### src/rtl/mem_access_unit_if.sv
// Load/store bus bundle between the CPU core side and the data RAM side.
// slave is the access unit's view; master is the core/memory environment.
interface mem_access_unit_if;
  logic        cpu_req;
  logic        cpu_we;
  logic [1:0]  cpu_size;
  logic        cpu_sext;
  logic [31:0] cpu_addr;
  logic [31:0] cpu_wdata;
  logic        cpu_busy;
  logic        cpu_done;
  logic [31:0] cpu_rdata;
  logic        cpu_adel;
  logic        cpu_ades;
  logic        cpu_berr;
  logic        mem_req;
  logic        mem_we;
  logic [3:0]  mem_be;
  logic [31:0] mem_addr;
  logic [31:0] mem_wdata;
  logic        mem_ack;
  logic [31:0] mem_rdata;

  modport slave (
    input  cpu_req, cpu_we, cpu_size, cpu_sext,
    input  cpu_addr, cpu_wdata,
    output cpu_busy, cpu_done, cpu_rdata,
    output cpu_adel, cpu_ades, cpu_berr,
    output mem_req, mem_we, mem_be,
    output mem_addr, mem_wdata,
    input  mem_ack, mem_rdata
  );

  modport master (
    output cpu_req, cpu_we, cpu_size, cpu_sext,
    output cpu_addr, cpu_wdata,
    input  cpu_busy, cpu_done, cpu_rdata,
    input  cpu_adel, cpu_ades, cpu_berr,
    input  mem_req, mem_we, mem_be,
    input  mem_addr, mem_wdata,
    output mem_ack, mem_rdata
  );
endinterface

### src/rtl/mem_access_unit.sv
// Load/store lane steering, load extension, req/ack handshake with
// misalignment detection and hung-access timeout. Little-endian lanes.
module mem_access_unit #(
  parameter int TIMEOUT_CYC = 16
) (
  input logic             clk,
  input logic             rst_n,
  mem_access_unit_if.slave bus
);

  localparam int CW =
    (TIMEOUT_CYC > 1) ? $clog2(TIMEOUT_CYC) : 1;
  localparam logic [CW-1:0] LAST =
    CW'(TIMEOUT_CYC - 1);

  typedef enum logic [1:0] {
    IDLE,
    ACCESS,
    DONE
  } state_t;

  state_t        state;
  logic [CW-1:0] cnt;
  logic          we_q;
  logic          sext_q;
  logic [1:0]    size_q;
  logic [1:0]    off_q;

  logic          is_byte;
  logic          is_half;
  logic          mis;
  logic [3:0]    be_n;
  logic [31:0]   wd_n;
  logic [7:0]    ld_b;
  logic [15:0]   ld_h;
  logic [31:0]   ld_val;
  logic          to_hit;

  always_comb begin
    is_byte = bus.cpu_size == 2'b00;
    is_half = bus.cpu_size == 2'b01;
    mis     = is_half ? bus.cpu_addr[0]
            : (!is_byte && bus.cpu_addr[1:0] != 2'b00);
    be_n    = 4'hF;
    wd_n    = bus.cpu_wdata;
    unique case (1'b1)
      is_byte: begin
        be_n = 4'b0001 << bus.cpu_addr[1:0];
        wd_n = {4{bus.cpu_wdata[7:0]}};
      end
      is_half: begin
        be_n = 4'b0011 << {bus.cpu_addr[1], 1'b0};
        wd_n = {2{bus.cpu_wdata[15:0]}};
      end
      default: begin
        be_n = 4'hF;
        wd_n = bus.cpu_wdata;
      end
    endcase
  end

  always_comb begin
    ld_b   = bus.mem_rdata[{off_q, 3'b000} +: 8];
    ld_h   = bus.mem_rdata[{off_q[1], 4'b0000} +: 16];
    ld_val = bus.mem_rdata;
    unique case (1'b1)
      size_q == 2'b00:
        ld_val = {{24{sext_q & ld_b[7]}}, ld_b};
      size_q == 2'b01:
        ld_val = {{16{sext_q & ld_h[15]}}, ld_h};
      default:
        ld_val = bus.mem_rdata;
    endcase
  end

  // TIMEOUT_CYC of 0 disables the hung-access check entirely
  assign to_hit = (TIMEOUT_CYC != 0) && (cnt == LAST);

  always_ff @(posedge clk or negedge rst_n) begin
    if (!rst_n) begin
      state         <= IDLE;
      cnt           <= '0;
      we_q          <= 1'b0;
      sext_q        <= 1'b0;
      size_q        <= 2'b00;
      off_q         <= 2'b00;
      bus.cpu_busy  <= 1'b0;
      bus.cpu_done  <= 1'b0;
      bus.cpu_rdata <= 32'h0;
      bus.cpu_adel  <= 1'b0;
      bus.cpu_ades  <= 1'b0;
      bus.cpu_berr  <= 1'b0;
      bus.mem_req   <= 1'b0;
      bus.mem_we    <= 1'b0;
      bus.mem_be    <= 4'h0;
      bus.mem_addr  <= 32'h0;
      bus.mem_wdata <= 32'h0;
    end else begin
      unique case (state)
        IDLE: begin
          if (bus.cpu_req) begin
            we_q         <= bus.cpu_we;
            sext_q       <= bus.cpu_sext;
            size_q       <= bus.cpu_size;
            off_q        <= bus.cpu_addr[1:0];
            bus.cpu_busy <= 1'b1;
            if (mis) begin
              state         <= DONE;
              bus.cpu_done  <= 1'b1;
              bus.cpu_adel  <= !bus.cpu_we;
              bus.cpu_ades  <= bus.cpu_we;
              bus.cpu_rdata <= 32'h0;
            end else begin
              state         <= ACCESS;
              cnt           <= '0;
              bus.mem_req   <= 1'b1;
              bus.mem_we    <= bus.cpu_we;
              bus.mem_be    <= be_n;
              bus.mem_addr  <= {bus.cpu_addr[31:2], 2'b00};
              bus.mem_wdata <= bus.cpu_we ? wd_n : 32'h0;
            end
          end
        end
        ACCESS: begin
          if (bus.mem_ack || to_hit) begin
            state         <= DONE;
            bus.cpu_done  <= 1'b1;
            bus.mem_req   <= 1'b0;
            bus.mem_we    <= 1'b0;
            bus.mem_be    <= 4'h0;
            bus.mem_addr  <= 32'h0;
            bus.mem_wdata <= 32'h0;
            if (bus.mem_ack) begin
              if (!we_q) bus.cpu_rdata <= ld_val;
            end else begin
              bus.cpu_berr  <= 1'b1;
              bus.cpu_rdata <= 32'h0;
            end
          end else begin
            cnt <= cnt + 1'b1;
          end
        end
        DONE: begin
          state        <= IDLE;
          bus.cpu_busy <= 1'b0;
          bus.cpu_done <= 1'b0;
          bus.cpu_adel <= 1'b0;
          bus.cpu_ades <= 1'b0;
          bus.cpu_berr <= 1'b0;
        end
        default: state <= IDLE;
      endcase
    end
  end

endmodule
### src/flat_wrapper.sv
// flat-port wrapper written by rule: the top's interface ports become plain ports
module mem_access_unit_flat 
#(
  parameter int TIMEOUT_CYC = 16
)
  (clk, rst_n, bus_cpu_req, bus_cpu_we, bus_cpu_size, bus_cpu_sext, bus_cpu_addr, bus_cpu_wdata, bus_cpu_busy, bus_cpu_done, bus_cpu_rdata, bus_cpu_adel, bus_cpu_ades, bus_cpu_berr, bus_mem_req, bus_mem_we, bus_mem_be, bus_mem_addr, bus_mem_wdata, bus_mem_ack, bus_mem_rdata);
  mem_access_unit_if bus_i ();
  input logic clk;
  input logic rst_n;
  input wire logic [$bits(bus_i.cpu_req)-1:0] bus_cpu_req;
  input wire logic [$bits(bus_i.cpu_we)-1:0] bus_cpu_we;
  input wire logic [$bits(bus_i.cpu_size)-1:0] bus_cpu_size;
  input wire logic [$bits(bus_i.cpu_sext)-1:0] bus_cpu_sext;
  input wire logic [$bits(bus_i.cpu_addr)-1:0] bus_cpu_addr;
  input wire logic [$bits(bus_i.cpu_wdata)-1:0] bus_cpu_wdata;
  output wire logic [$bits(bus_i.cpu_busy)-1:0] bus_cpu_busy;
  output wire logic [$bits(bus_i.cpu_done)-1:0] bus_cpu_done;
  output wire logic [$bits(bus_i.cpu_rdata)-1:0] bus_cpu_rdata;
  output wire logic [$bits(bus_i.cpu_adel)-1:0] bus_cpu_adel;
  output wire logic [$bits(bus_i.cpu_ades)-1:0] bus_cpu_ades;
  output wire logic [$bits(bus_i.cpu_berr)-1:0] bus_cpu_berr;
  output wire logic [$bits(bus_i.mem_req)-1:0] bus_mem_req;
  output wire logic [$bits(bus_i.mem_we)-1:0] bus_mem_we;
  output wire logic [$bits(bus_i.mem_be)-1:0] bus_mem_be;
  output wire logic [$bits(bus_i.mem_addr)-1:0] bus_mem_addr;
  output wire logic [$bits(bus_i.mem_wdata)-1:0] bus_mem_wdata;
  input wire logic [$bits(bus_i.mem_ack)-1:0] bus_mem_ack;
  input wire logic [$bits(bus_i.mem_rdata)-1:0] bus_mem_rdata;
  assign bus_i.cpu_req = bus_cpu_req;
  assign bus_i.cpu_we = bus_cpu_we;
  assign bus_i.cpu_size = bus_cpu_size;
  assign bus_i.cpu_sext = bus_cpu_sext;
  assign bus_i.cpu_addr = bus_cpu_addr;
  assign bus_i.cpu_wdata = bus_cpu_wdata;
  assign bus_cpu_busy = bus_i.cpu_busy;
  assign bus_cpu_done = bus_i.cpu_done;
  assign bus_cpu_rdata = bus_i.cpu_rdata;
  assign bus_cpu_adel = bus_i.cpu_adel;
  assign bus_cpu_ades = bus_i.cpu_ades;
  assign bus_cpu_berr = bus_i.cpu_berr;
  assign bus_mem_req = bus_i.mem_req;
  assign bus_mem_we = bus_i.mem_we;
  assign bus_mem_be = bus_i.mem_be;
  assign bus_mem_addr = bus_i.mem_addr;
  assign bus_mem_wdata = bus_i.mem_wdata;
  assign bus_i.mem_ack = bus_mem_ack;
  assign bus_i.mem_rdata = bus_mem_rdata;
  mem_access_unit #(.TIMEOUT_CYC(TIMEOUT_CYC)) u_core (.clk(clk), .rst_n(rst_n), .bus(bus_i));
endmodule
### config.mk
export PLATFORM = sky130hd
export DESIGN_NAME = mem_access_unit_flat
export DESIGN_NICKNAME = d
export VERILOG_FILES = /design/src/rtl/mem_access_unit_if.sv /design/src/rtl/mem_access_unit.sv /design/src/flat_wrapper.sv
export SDC_FILE = /design/constraint.sdc
export NUM_CORES = 1
export LEC_CHECK = 0
export CORE_ASPECT_RATIO = 1.4
export CORE_MARGIN = 4
export CORE_UTILIZATION = 33
export DETAILED_ROUTE_END_ITERATION = 12
export SKIP_CTS_REPAIR_TIMING = 1
export SLEW_MARGIN = 30
export SYNTH_ARGS = -nofsm -noshare
export SYNTH_HDL_FRONTEND = slang
export SYNTH_SLANG_ARGS = --single-unit
### constraint.sdc
create_clock -name clk -period 3.65 [get_ports clk]
set_clock_uncertainty 0.1 [all_clocks]
set_input_delay 0.73 -clock clk [delete_from_list [all_inputs] [get_ports clk]]
set_output_delay 0.73 -clock clk [all_outputs]
set_load 0.005 [all_outputs]
# Word-level counts from Yosys, hierarchy flattened
# Index checks and enable logic that the tools add are counted.
# word_totals
reg_bits	119
in_bits	104
# classes
reduce_logical	21
n_mux	52
n_addsub	1
shifts	4
n_eq_ne	12
bitwise_logic	2
# ops
operator	count
32-bit 2-to-1 mux	11
32-bit one-hot mux with 2 select lines	5
32-bit by 6-bit indexed part select with 16-bit output	1
32-bit by 6-bit indexed part select with 8-bit output	1
4-bit 2-to-1 mux	6
4-bit one-hot mux with 2 select lines	3
1-bit 2-to-1 mux	16
1-bit one-hot mux with 2 select lines	6
4-bit AND reduction	3
2-bit inequality test (second input constant)	4
2-bit nonzero test	4
2-bit by 1-bit == test with 1-bit output (second input constant)	3
2-bit zero test	3
2-bit 2-to-1 mux	3
2-bit AND reduction	3
3-bit AND reduction	2
5-bit AND reduction	1
4-bit by 1-bit adder with 4-bit output (second input constant)	1
4-bit == test (second input constant)	1
2-bit by 1-bit inequality test with 1-bit output (second input constant)	2
2-bit one-hot mux with 2 select lines	1
1-bit by 2-bit left shift with 4-bit output (first input constant)	1
2-bit by 2-bit left shift with 4-bit output (first input constant)	1
3-bit inequality test (second input constant)	1
other kinds (7)	9

# Longest topological paths before layout
# Gate-level depths: netlist of run 1.
# logic_depth
ltp_word	7
mapped_depth	8
depth_no_buf	5

# Worst setup path after synthesis of run 1
# Ideal clock, no wire load.
# synth_timing
path_type	input -> register
start	input bus_mem_rdata[31]
end	register u_core.bus.cpu_rdata[21]
stages	5
setup_ns	0.126
arrival_ns	1.916
path_slack_ns	1.508
path_buffers	1
required_ns	3.424
cell_sequence	mux4_2 -> nor2_1 -> a2111oi_4 -> buf_2 -> a221o_1
# synth_via
elab_chain_cells	7
elab_cells_between_ends	9
classes_between	shift (2); mux (5); bitwise (2)
# synth_rtl
element	line_no	text
start, declared	flat_wrapper.sv:28	input wire logic [$bits(bus_i.mem_rdata)-1:0] bus_mem_rdata;
32-bit by 6-bit indexed part select with 16-bit output / 32-bit by 6-bit indexed part select with 8-bit output (equally long branches)	mem_access_unit.sv:64, mem_access_unit.sv:63	
1-bit AND (on tied branches)	mem_access_unit.sv:70, mem_access_unit.sv:68	
32-bit one-hot mux with 2 select lines *	mem_access_unit.sv:66	unique case (1'b1)
32-bit 2-to-1 mux *	mem_access_unit.sv:134	if (!we_q) bus.cpu_rdata <= ld_val;
32-bit 2-to-1 mux *	mem_access_unit.sv:133	if (bus.mem_ack) begin
32-bit 2-to-1 mux *	mem_access_unit.sv:125	if (bus.mem_ack || to_hit) begin
32-bit one-hot mux with 2 select lines *	mem_access_unit.sv:99	unique case (state)
end signal, assigned	mem_access_unit.sv:134	
end, declared	mem_access_unit_if.sv:27	output cpu_busy, cpu_done, cpu_rdata,
# Mark *: on every way between the ends. The rest lies on a longest branch, timed or not. The select of a mux whose other input is x is not followed.
# A chain may end at the register's enable or synchronous reset.

# Worst setup path after layout of run 1
# layout_timing
start	input bus_mem_ack
end	register u_core.bus.cpu_rdata[1]
# layout_via
elab_chain_cells	3
elab_cells_between_ends	7
classes_between	eq/ne (2); mux (3); reduce/logical (2)
# layout_rtl
element	line_no	text
start, declared	flat_wrapper.sv:27	input wire logic [$bits(bus_i.mem_ack)-1:0] bus_mem_ack;
32-bit 2-to-1 mux / 1-bit logical OR (equally long branches)	mem_access_unit.sv:133, mem_access_unit.sv:125	
32-bit 2-to-1 mux / 2-bit by 1-bit inequality test with 1-bit output (equally long branches)	--	
32-bit one-hot mux with 2 select lines / 5-bit AND reduction (equally long branches)	--	
# Parallel ways exist; a longest one is shown, timed or not. The select of a mux whose other input is x is not followed.

==> results of run 1 <==
## worst max-delay path, stage by stage
cell and delay [ns]:
clkdlybuf4s50_1 0.51, a31oi_1 0.55, nor2_1 0.21, a22oi_2 0.17, buf_4 0.35, a221o_1 0.23
## layout make-up
cell class              instances  area [sq um]
repair buffers                223          2217
fillers                      1411          7490
flip-flops and latches        117          2928
well taps                     196         245.2
clock buffers                  19         432.9
clock inverters                13         173.9
multi-input cells             292          2233
inverters                       6         22.52
## power groups by stage
| stage | sequential (mW) | combinational, mW | clock [mW] |
|---|---|---|---|
| after CTS | 2.01 | 1.88 | 1.74 |
| after global routing | 2.07 | 2.02 | 1.80 |
| after floorplan | 1.97 | 0.761 | 0 |
| final | 2.01 | 1.85 | 1.71 |
| after global placement | 2.01 | 1.85 | 0 |
| after detailed placement | 2.02 | 1.88 | 0 |
## synthesized netlist by cell type (all sizes together), types with 3 or more instances
master / instances
dfrtp: 117
a22o: 44
mux2i: 34
nand2: 29
o21ai: 24
buf: 23
a221o: 22
nor2: 20
nand3: 15
clkbuf: 14
o2bb2ai: 13
a21oi: 12
nand2b: 11
o31ai: 9
a32o: 8
and3: 7
mux4: 7
a21o: 6
inv: 5
nor3: 4
a31oi: 3
nor2b: 3
nor3b: 3
o21a: 3
## metal layers
metal / vias to the layer above / routed length [um] / share of wire
met1: 2267 / 6683 / 0.39
met4: 0 / 293 / 0.017
met5: - / 0 / 0
met3: 22 / 1880 / 0.11
li1: 2120 / - / -
met2: 251 / 8305 / 0.48
## flip-flops by register name, summed over array words and instances (netlist names), 2 cells and up
register and flops:
u_core.cnt 4, u_core.bus.mem_addr 30, u_core.state 2, u_core.off_q 2, u_core.bus.cpu_rdata 32, u_core.bus.mem_wdata 32, u_core.bus.mem_be 4, u_core.size_q 2
## cell families after synthesis
group,Yosys count,share of synthesized area
AO/OA/AOI/OAI,149,0.2251
XOR/XNOR,2,0.003273
adder cells (fa/ha/maj),1,0.002337
buffers and inverters,43,0.03927
flip-flops,117,0.5470
multiplexers,42,0.09514
other,1,0.0007006
AND/OR/NAND/NOR,96,0.08719
## worst max path at each step
stage / cells after the start / start / slack [ns] / endpoint
after floorplan: 5 / bus_mem_rdata[31] / 1.51 / u_core.bus.cpu_rdata[21]
after global placement: 4 / bus_cpu_req / 0.84 / u_core.bus.mem_wdata[23]
after detailed placement: 6 / bus_mem_ack / 0.78 / u_core.bus.cpu_rdata[1]
after CTS: 6 / bus_mem_ack / 1.17 / u_core.bus.cpu_rdata[1]
after global routing: 6 / bus_mem_ack / 1.02 / u_core.bus.cpu_rdata[1]
final: 6 / bus_mem_ack / 1.13 / u_core.bus.cpu_rdata[1]
==> impl_metrics.json, run 1 <==
{
  "synth_warnings": 0,
  "r2r_slack_ns": 1.37,
  "ir_drop_mv": 0.3059,
  "cts_tree": "built",
  "hp-class": "input pin to async pin",
  "ys_seq_elements": 117,
  "synth_edf_count": 0,
  "outcome": "finished, final reports clean",
  "final_cell_mix": "207 x clkdlybuf4s50_1, 117 x dfrtp_1, 44 x a22o_1",
  "htree_levels": 4,
  "drive_above_1_share": 0.08806,
  "antenna_left": 0,
  "swShare": 0.2948,
  "fmax_ghz": 0.3968,
  "p_int_mw": 3.932,
  "reg2regPathDepth": 5,
  "clockPowerShare": 0.307,
  "use_met1": 0.2230,
  "nets": 762,
  "setup_violations": 0,
  "clk_latency_ns": 0.40,
  "powerDensity_mw_per_mm2": 675.6,
  "p_leak_nw": 3.595,
  "start_kind": "input pin",
  "use_met2": 0.3033,
  "wl_per_cell_um": 19.82,
  "io_pins": 211,
  "clkSinkCount": 117,
  "grt_busiest_layer": "met2",
  "dpl_cell_area_sq_mm": 0.007646,
  "grt_max_degree": 68,
  "holdWs_ns": 0.2736,
  "root_buffer": "clkbuf_16",
  "syn-cell-area_sq_mm": 0.005353,
  "grt_pass1_wl_um": 26850,
  "grt_use_met3": 0.08365,
  "drt_first_pass_iters": 5,
  "viasPerCell": 5.381,
  "p_total_mw": 5.576,
  "fp.dieH_um": 158.7,
  "synth_top_cell_by_area": "dfrtp_1",
  "die_w_um": 115.6,
  "tns_ns": 0,
  "ys_seq_area_frac": 0.5470,
  "worst_slack_ns": 1.130,
  "synth.distinct_cells": 45,
  "placedCellCount": 834,
  "combPwrFrac": 0.332,
  "min_period_ns": 2.520,
  "final_common_cell": "clkdlybuf4s50_1",
  "first_iter_violations": 237,
  "synth.area.top_cells": "dfrtp_1 55%, a22o_1 7.2%, mux2i_1 6.4%",
  "place_ws_ns": 0.7795,
  "crit_type": "input pin to flip-flop",
  "cts_buffers": 17,
  "synth_ff_type": "dfrtp_1",
  "core_area_sq_mm": 0.01574,
  "maxCapViolations": 0,
  "post-route-util": 0.5242,
  "vias": 4660,
  "synth_top_area_frac": 0.5470,
  "start_util": 0.3400,
  "antenna_cells": 0,
  "first_global_vias": 5016,
  "power_frac_seq": 0.361,
  "grt_overflow": 0,
  "syn2layout_area_growth_pct": 54.18,
  "clk_pin_slew_ns": 0.06,
  "antenna_found_initial": 0,
  "p_sw_mw": 1.644,
  "report.final.slew_viol_count": 0,
  "syn-mean-instance-area_sq_um": 11.87,
  "cts.path.max_buffers": 2,
  "synthArstFlopShare": 1.000,
  "routed_wl_um": 17160,
  "drc": 0,
  "io_buffer_count": 208,
  "r2r_start": "u_core.off_q[1]",
  "end_kind": "flip-flop",
  "synth_cells": 451,
  "grt_util_all_layers": 0.1877,
  "hold_viol_final": 0,
  "dieArea_sq_mm": 0.01835,
  "finalInstanceArea_sq_mm": 0.008253,
  "globalplace.congestion": 0.8048,
  "rsz0062_at_grt": "false",
  "path_max_fanout": 32,
  "stdcell_count": 866,
  "required_ns": 3.89,
  "finalCritPeriodShare": 0.6905,
  "r2r_end": "u_core.bus.cpu_rdata[10]",
  "cp.arrival_ns": 2.76,
  "relSlewSlack": 0.5168,
  "dp_hpwl_um": 12500,
  "rows": 54,
  "tightestPinTransition_ns": 0.7248
}
No activity file was read; power rests on OpenSTA's default activity.
==> run 2, diff against run 1 <==
clock period = 2.53 ns   (was 3.65 ns; I/O delays follow)
==> impl_metrics.json, run 2 (same netlist as run 1, synthesis figures left out) <==
{
  "clk_pin_slew_ns": 0.05,
  "min_from": "u_core.bus.mem_we",
  "clkSinkCount": 117,
  "io_buffer_count": 208,
  "cp_top_family": "compound AO/OA/AOI/OAI gates",
  "first_iter_violations": 347,
  "maxCapViolations": 0,
  "cts_tree": "built",
  "dieArea_sq_mm": 0.01835,
  "htree_levels": 4,
  "rsz0062_at_grt": "false",
  "fp.dieH_um": 158.7,
  "r2r_start": "u_core.size_q[0]",
  "antenna_found_initial": 0,
  "report.final.slew_viol_count": 0,
  "hold_viol_final": 0,
  "cp_num_buf_inv": 1,
  "grt_max_degree": 50,
  "core_area_sq_mm": 0.01574,
  "vias": 4760,
  "place_ws_ns": -0.08085,
  "powerDensity_mw_per_mm2": 973.0,
  "path_max_fanout": 16,
  "grt_overflow": 0,
  "antenna_left": 0,
  "hp-class": "flip-flop to flip-flop",
  "start_util": 0.3400,
  "fmax_ghz": 0.4450,
  "finalCritPeriodShare": 0.8882,
  "crit_end": "u_core.bus.cpu_rdata[17]",
  "cp.depth": 5,
  "end_kind": "flip-flop",
  "worstPathCellList": "clkdlybuf4s50_1 -> mux4_2 -> nor2_1 -> a2111oi_4 -> a221o_1",
  "slowest_stage": "a2111oi_4",
  "final_common_cell": "clkdlybuf4s50_1",
  "r2r_end": "u_core.bus.cpu_rdata[0]",
  "drc": 0,
  "reg_top3": "u_core.bus.cpu_rdata x32, u_core.bus.mem_wdata x32, u_core.bus.mem_addr x30",
  "r2r_slack_ns": 0.29,
  "tightestPinTransition_ns": 0.9527,
  "antenna_cells": 0,
  "cp.arrival_ns": 2.48,
  "die_w_um": 115.6,
  "critical-path-max-stage-delay_ns": 0.84,
  "required_ns": 2.76,
  "clk_latency_ns": 0.40,
  "final_cell_mix": "207 x clkdlybuf4s50_1, 117 x dfrtp_1, 44 x a22o_1",
  "fillCellCount": 1438,
  "outcome": "finished, final reports clean",
  "wl_per_cell_um": 19.84,
  "worst_slack_ns": 0.2829,
  "rows": 54,
  "io_pins": 211,
  "p_leak_nw": 3.712,
  "first_global_vias": 5179,
  "viasPerCell": 5.372,
  "reg2regPathDepth": 3,
  "nets": 782,
  "drt_first_pass_iters": 5,
  "cts.path.max_buffers": 2,
  "syn2layout_area_growth_pct": 58.06,
  "start_kind": "input pin",
  "relSlewSlack": 0.3648,
  "routed_wl_um": 17580,
  "holdWs_ns": 0.3812,
  "crit_start": "bus_mem_rdata[15]",
  "min_period_ns": 2.247,
  "dp_hpwl_um": 12810,
  "crit_type": "input pin to flip-flop",
  "post-route-util": 0.5374,
  "drive_above_1_share": 0.1159,
  "grt_pass1_wl_um": 27570,
  "root_buffer": "clkbuf_16",
  "setup_violations": 0,
  "globalplace.congestion": 0.8252,
  "ir_drop_mv": 0.4420,
  "cts_buffers": 17,
  "grt_util_all_layers": 0.1917
}
[run 2: worst min path at each step]
stage                                 endpoint  slack, ns  depth (start not counted)
final                        u_core.bus.mem_we       0.38                          1
after floorplan            u_core.bus.cpu_adel       0.11                          0
after detailed placement  u_core.bus.mem_be[2]       0.37                          1
after CTS                        u_core.cnt[0]      -0.04                          1
after global routing         u_core.bus.mem_we       0.41                          1
after global placement       u_core.bus.mem_we       0.37                          1
[run 2: area by class of cell]
class,instances,area [sq um],share of cell area
Clock inverter,12,177.7,0.02100
Inverter,6,22.52,0.002662
Multi-Input combinational cell,292,2236,0.2643
Timing Repair Buffer,243,2395,0.2831
Clock buffer,20,456.7,0.05398
Tap cell,196,245.2,0.02899
Sequential cell,117,2928,0.3461
[run 2: layer usage]
layer | up-vias | routed length, um | GRT usage
met5 | - | 0 | 0
met4 | 0 | 404 | 0.06136
met3 | 34 | 1705 | 0.07452
met2 | 219 | 8438 | 0.3190
met1 | 2335 | 7030 | 0.2285
li1 | 2172 | - | -
[run 2: worst register-to-register path: cells and delay by family, from the launching register on]
kind	cells	cell delay, ns
muxes	1	0.58
and+or+nand+nor	1	0.56
DFF	1	0.53
AOI/OAI and AO/OA	1	0.35
[run 2: where the power goes]
group / switching (mW) / leakage, nW / total [mW] / internal, mW
logic: 1.08 / 1.88 / 2.79 / 1.71
clock network: 0.871 / 0.298 / 2.57 / 1.70
registers: 0.409 / 1.53 / 2.87 / 2.46
[run 2: stage by stage]
stage	TNS [ns]	total power, mW	area, sq um	cells
after detailed placement	-3.472	5.705	7814	853
after global routing	0	8.672	8461	886
final	0	8.232	8461	886
after floorplan	0	3.945	5356	452
after CTS	0	8.331	8448	885
after global placement	-0.08451	5.646	7814	853
==> run 3, diff against run 2 <==
ABC_CLOCK_PERIOD_IN_PS = 2530   (was unset)
CORE_ASPECT_RATIO = unset   (was 1.4)
HOLD_SLACK_MARGIN = 0.1   (was unset)
==> impl_metrics.json, run 3 (same netlist as run 1, synthesis figures left out) <==
{
  "outcome": "finished, final reports clean",
  "path_max_fanout": 9,
  "r2r_start": "u_core.size_q[0]",
  "hp-class": "flip-flop to flip-flop",
  "die_w_um": 135.4,
  "clk_latency_ns": 0.41,
  "fillCellCount": 1435,
  "cts_buffers": 17,
  "holdWs_ns": 0.3797,
  "fp.dieH_um": 135.4,
  "antenna_cells": 0,
  "crit_type": "flip-flop to flip-flop",
  "tightestPinTransition_ns": 0.8833,
  "globalplace.congestion": 0.8664,
  "antenna_left": 0,
  "p_total_mw": 7.922,
  "fmax_ghz": 0.4537,
  "cp.depth": 3,
  "rows": 46,
  "cp.arrival_ns": 2.39,
  "grt_overflow": 0,
  "start_util": 0.3370,
  "cp_top_family": "multiplexers",
  "powerDensity_mw_per_mm2": 945.6,
  "start_kind": "flip-flop",
  "grt_util_all_layers": 0.1926,
  "dp_hpwl_um": 12840,
  "final_cell_mix": "207 x clkdlybuf4s50_1, 117 x dfrtp_1, 44 x a22o_1",
  "vias": 4709,
  "p_leak_nw": 3.669,
  "clkSinkCount": 117,
  "clk_pin_slew_ns": 0.05,
  "hold_viol_final": 0,
  "cts.path.max_buffers": 2,
  "drive_above_1_share": 0.1066,
  "maxCapViolations": 0,
  "drt_first_pass_iters": 4,
  "io_pins": 211,
  "htree_levels": 4,
  "cts_tree": "built",
  "min_from": "u_core.bus.mem_be[0]",
  "grt_max_degree": 51,
  "slowest_stage": "mux4_2",
  "rsz0062_at_grt": "false",
  "min_period_ns": 2.204,
  "drc": 0,
  "nets": 778,
  "end_kind": "flip-flop",
  "first_iter_violations": 233,
  "dieArea_sq_mm": 0.01832,
  "cp_num_buf_inv": 0,
  "critical-path-max-stage-delay_ns": 0.58,
  "viasPerCell": 5.226,
  "finalCritPeriodShare": 0.8711,
  "reg_top3": "u_core.bus.cpu_rdata x32, u_core.bus.mem_wdata x32, u_core.bus.mem_addr x30",
  "routed_wl_um": 17470,
  "report.final.slew_viol_count": 0,
  "grt_pass1_wl_um": 27660,
  "ir_drop_mv": 0.4536,
  "relSlewSlack": 0.4112,
  "antenna_found_initial": 0,
  "wl_per_cell_um": 19.39,
  "core_area_sq_mm": 0.01589,
  "setup_violations": 0,
  "required_ns": 2.71,
  "first_global_vias": 5034,
  "worstPathCellList": "nand2b_1 -> mux4_2 -> a221o_1",
  "final_common_cell": "clkdlybuf4s50_1",
  "reg2regPathDepth": 3,
  "root_buffer": "clkbuf_16",
  "syn2layout_area_growth_pct": 56.52,
  "crit_start": "u_core.size_q[0]",
  "holdPathStages": 1,
  "io_buffer_count": 208
}
-- run 3: changes by cell type in the layout (fill, tap and decap cells not counted), sizes merged --
cell | before | now
buf | 35 | 31
bufinv | 4 | 2
clkbuf | 20 | 21
clkinv | 5 | 7
clkinvlp | 4 | 1
inv | 5 | 6
-- run 3: path summary, 6_finish.rpt --
path | endpoint | slack (ns)
setup / recovery | u_core.bus.cpu_rdata[4] | 0.33
hold / removal | u_core.bus.mem_be[0] | 0.38
setup reg to reg | u_core.bus.cpu_rdata[4] | 0.33
hold reg to reg | u_core.bus.mem_be[0] | 0.38
max in group asynchronous | u_core.bus.cpu_done | 1.05
min in group asynchronous | u_core.bus.cpu_rdata[1] | 0.57
-- run 3: routing by layer --
| metal | track usage | part of all wire |
|---|---|---|
| met1 | 0.2411 | 0.41 |
| met2 | 0.3048 | 0.47 |
| met3 | 0.08135 | 0.10 |
| met4 | 0.05823 | 0.011 |
| met5 | 0 | 0 |
-- run 3: area by class of cell --
type | count | area, sq um | area share
multi-input cells | 292 | 2236 | 0.2669
well taps | 216 | 270.3 | 0.03226
repair buffers | 239 | 2365 | 0.2823
flip-flops and latches | 117 | 2928 | 0.3495
inverters | 6 | 22.52 | 0.002688
clock buffers | 21 | 450.4 | 0.05376
clock inverters | 10 | 106.4 | 0.01269
-- run 3: power breakdown --
part,switching (mW),internal (mW)
combinational,1.06,1.70
sequential,0.417,2.46
clock,0.817,1.46
total,2.30,5.63
-- run 3: stage by stage --
stage            util  cell area, sq um  instances  setup TNS (ns)  worst slack [ns]
6_report       0.5274              8378        901               0            0.3261
3_3_place_gp   0.4916              7809        869               0           0.02096
2_1_floorplan       -              5356        452               0            0.5648
5_1_grt        0.5274              8378        901               0            0.1438
4_1_cts        0.5266              8366        900               0            0.2996
3_5_place_dp   0.4916              7809        869         -0.6020          -0.04860
-- run 3: worst reg2reg max path: stages (launching register included) --
cell      delay, ns
dfrtp_1        0.50
nand2b_1       0.55
mux4_2         0.58
a221o_1        0.34
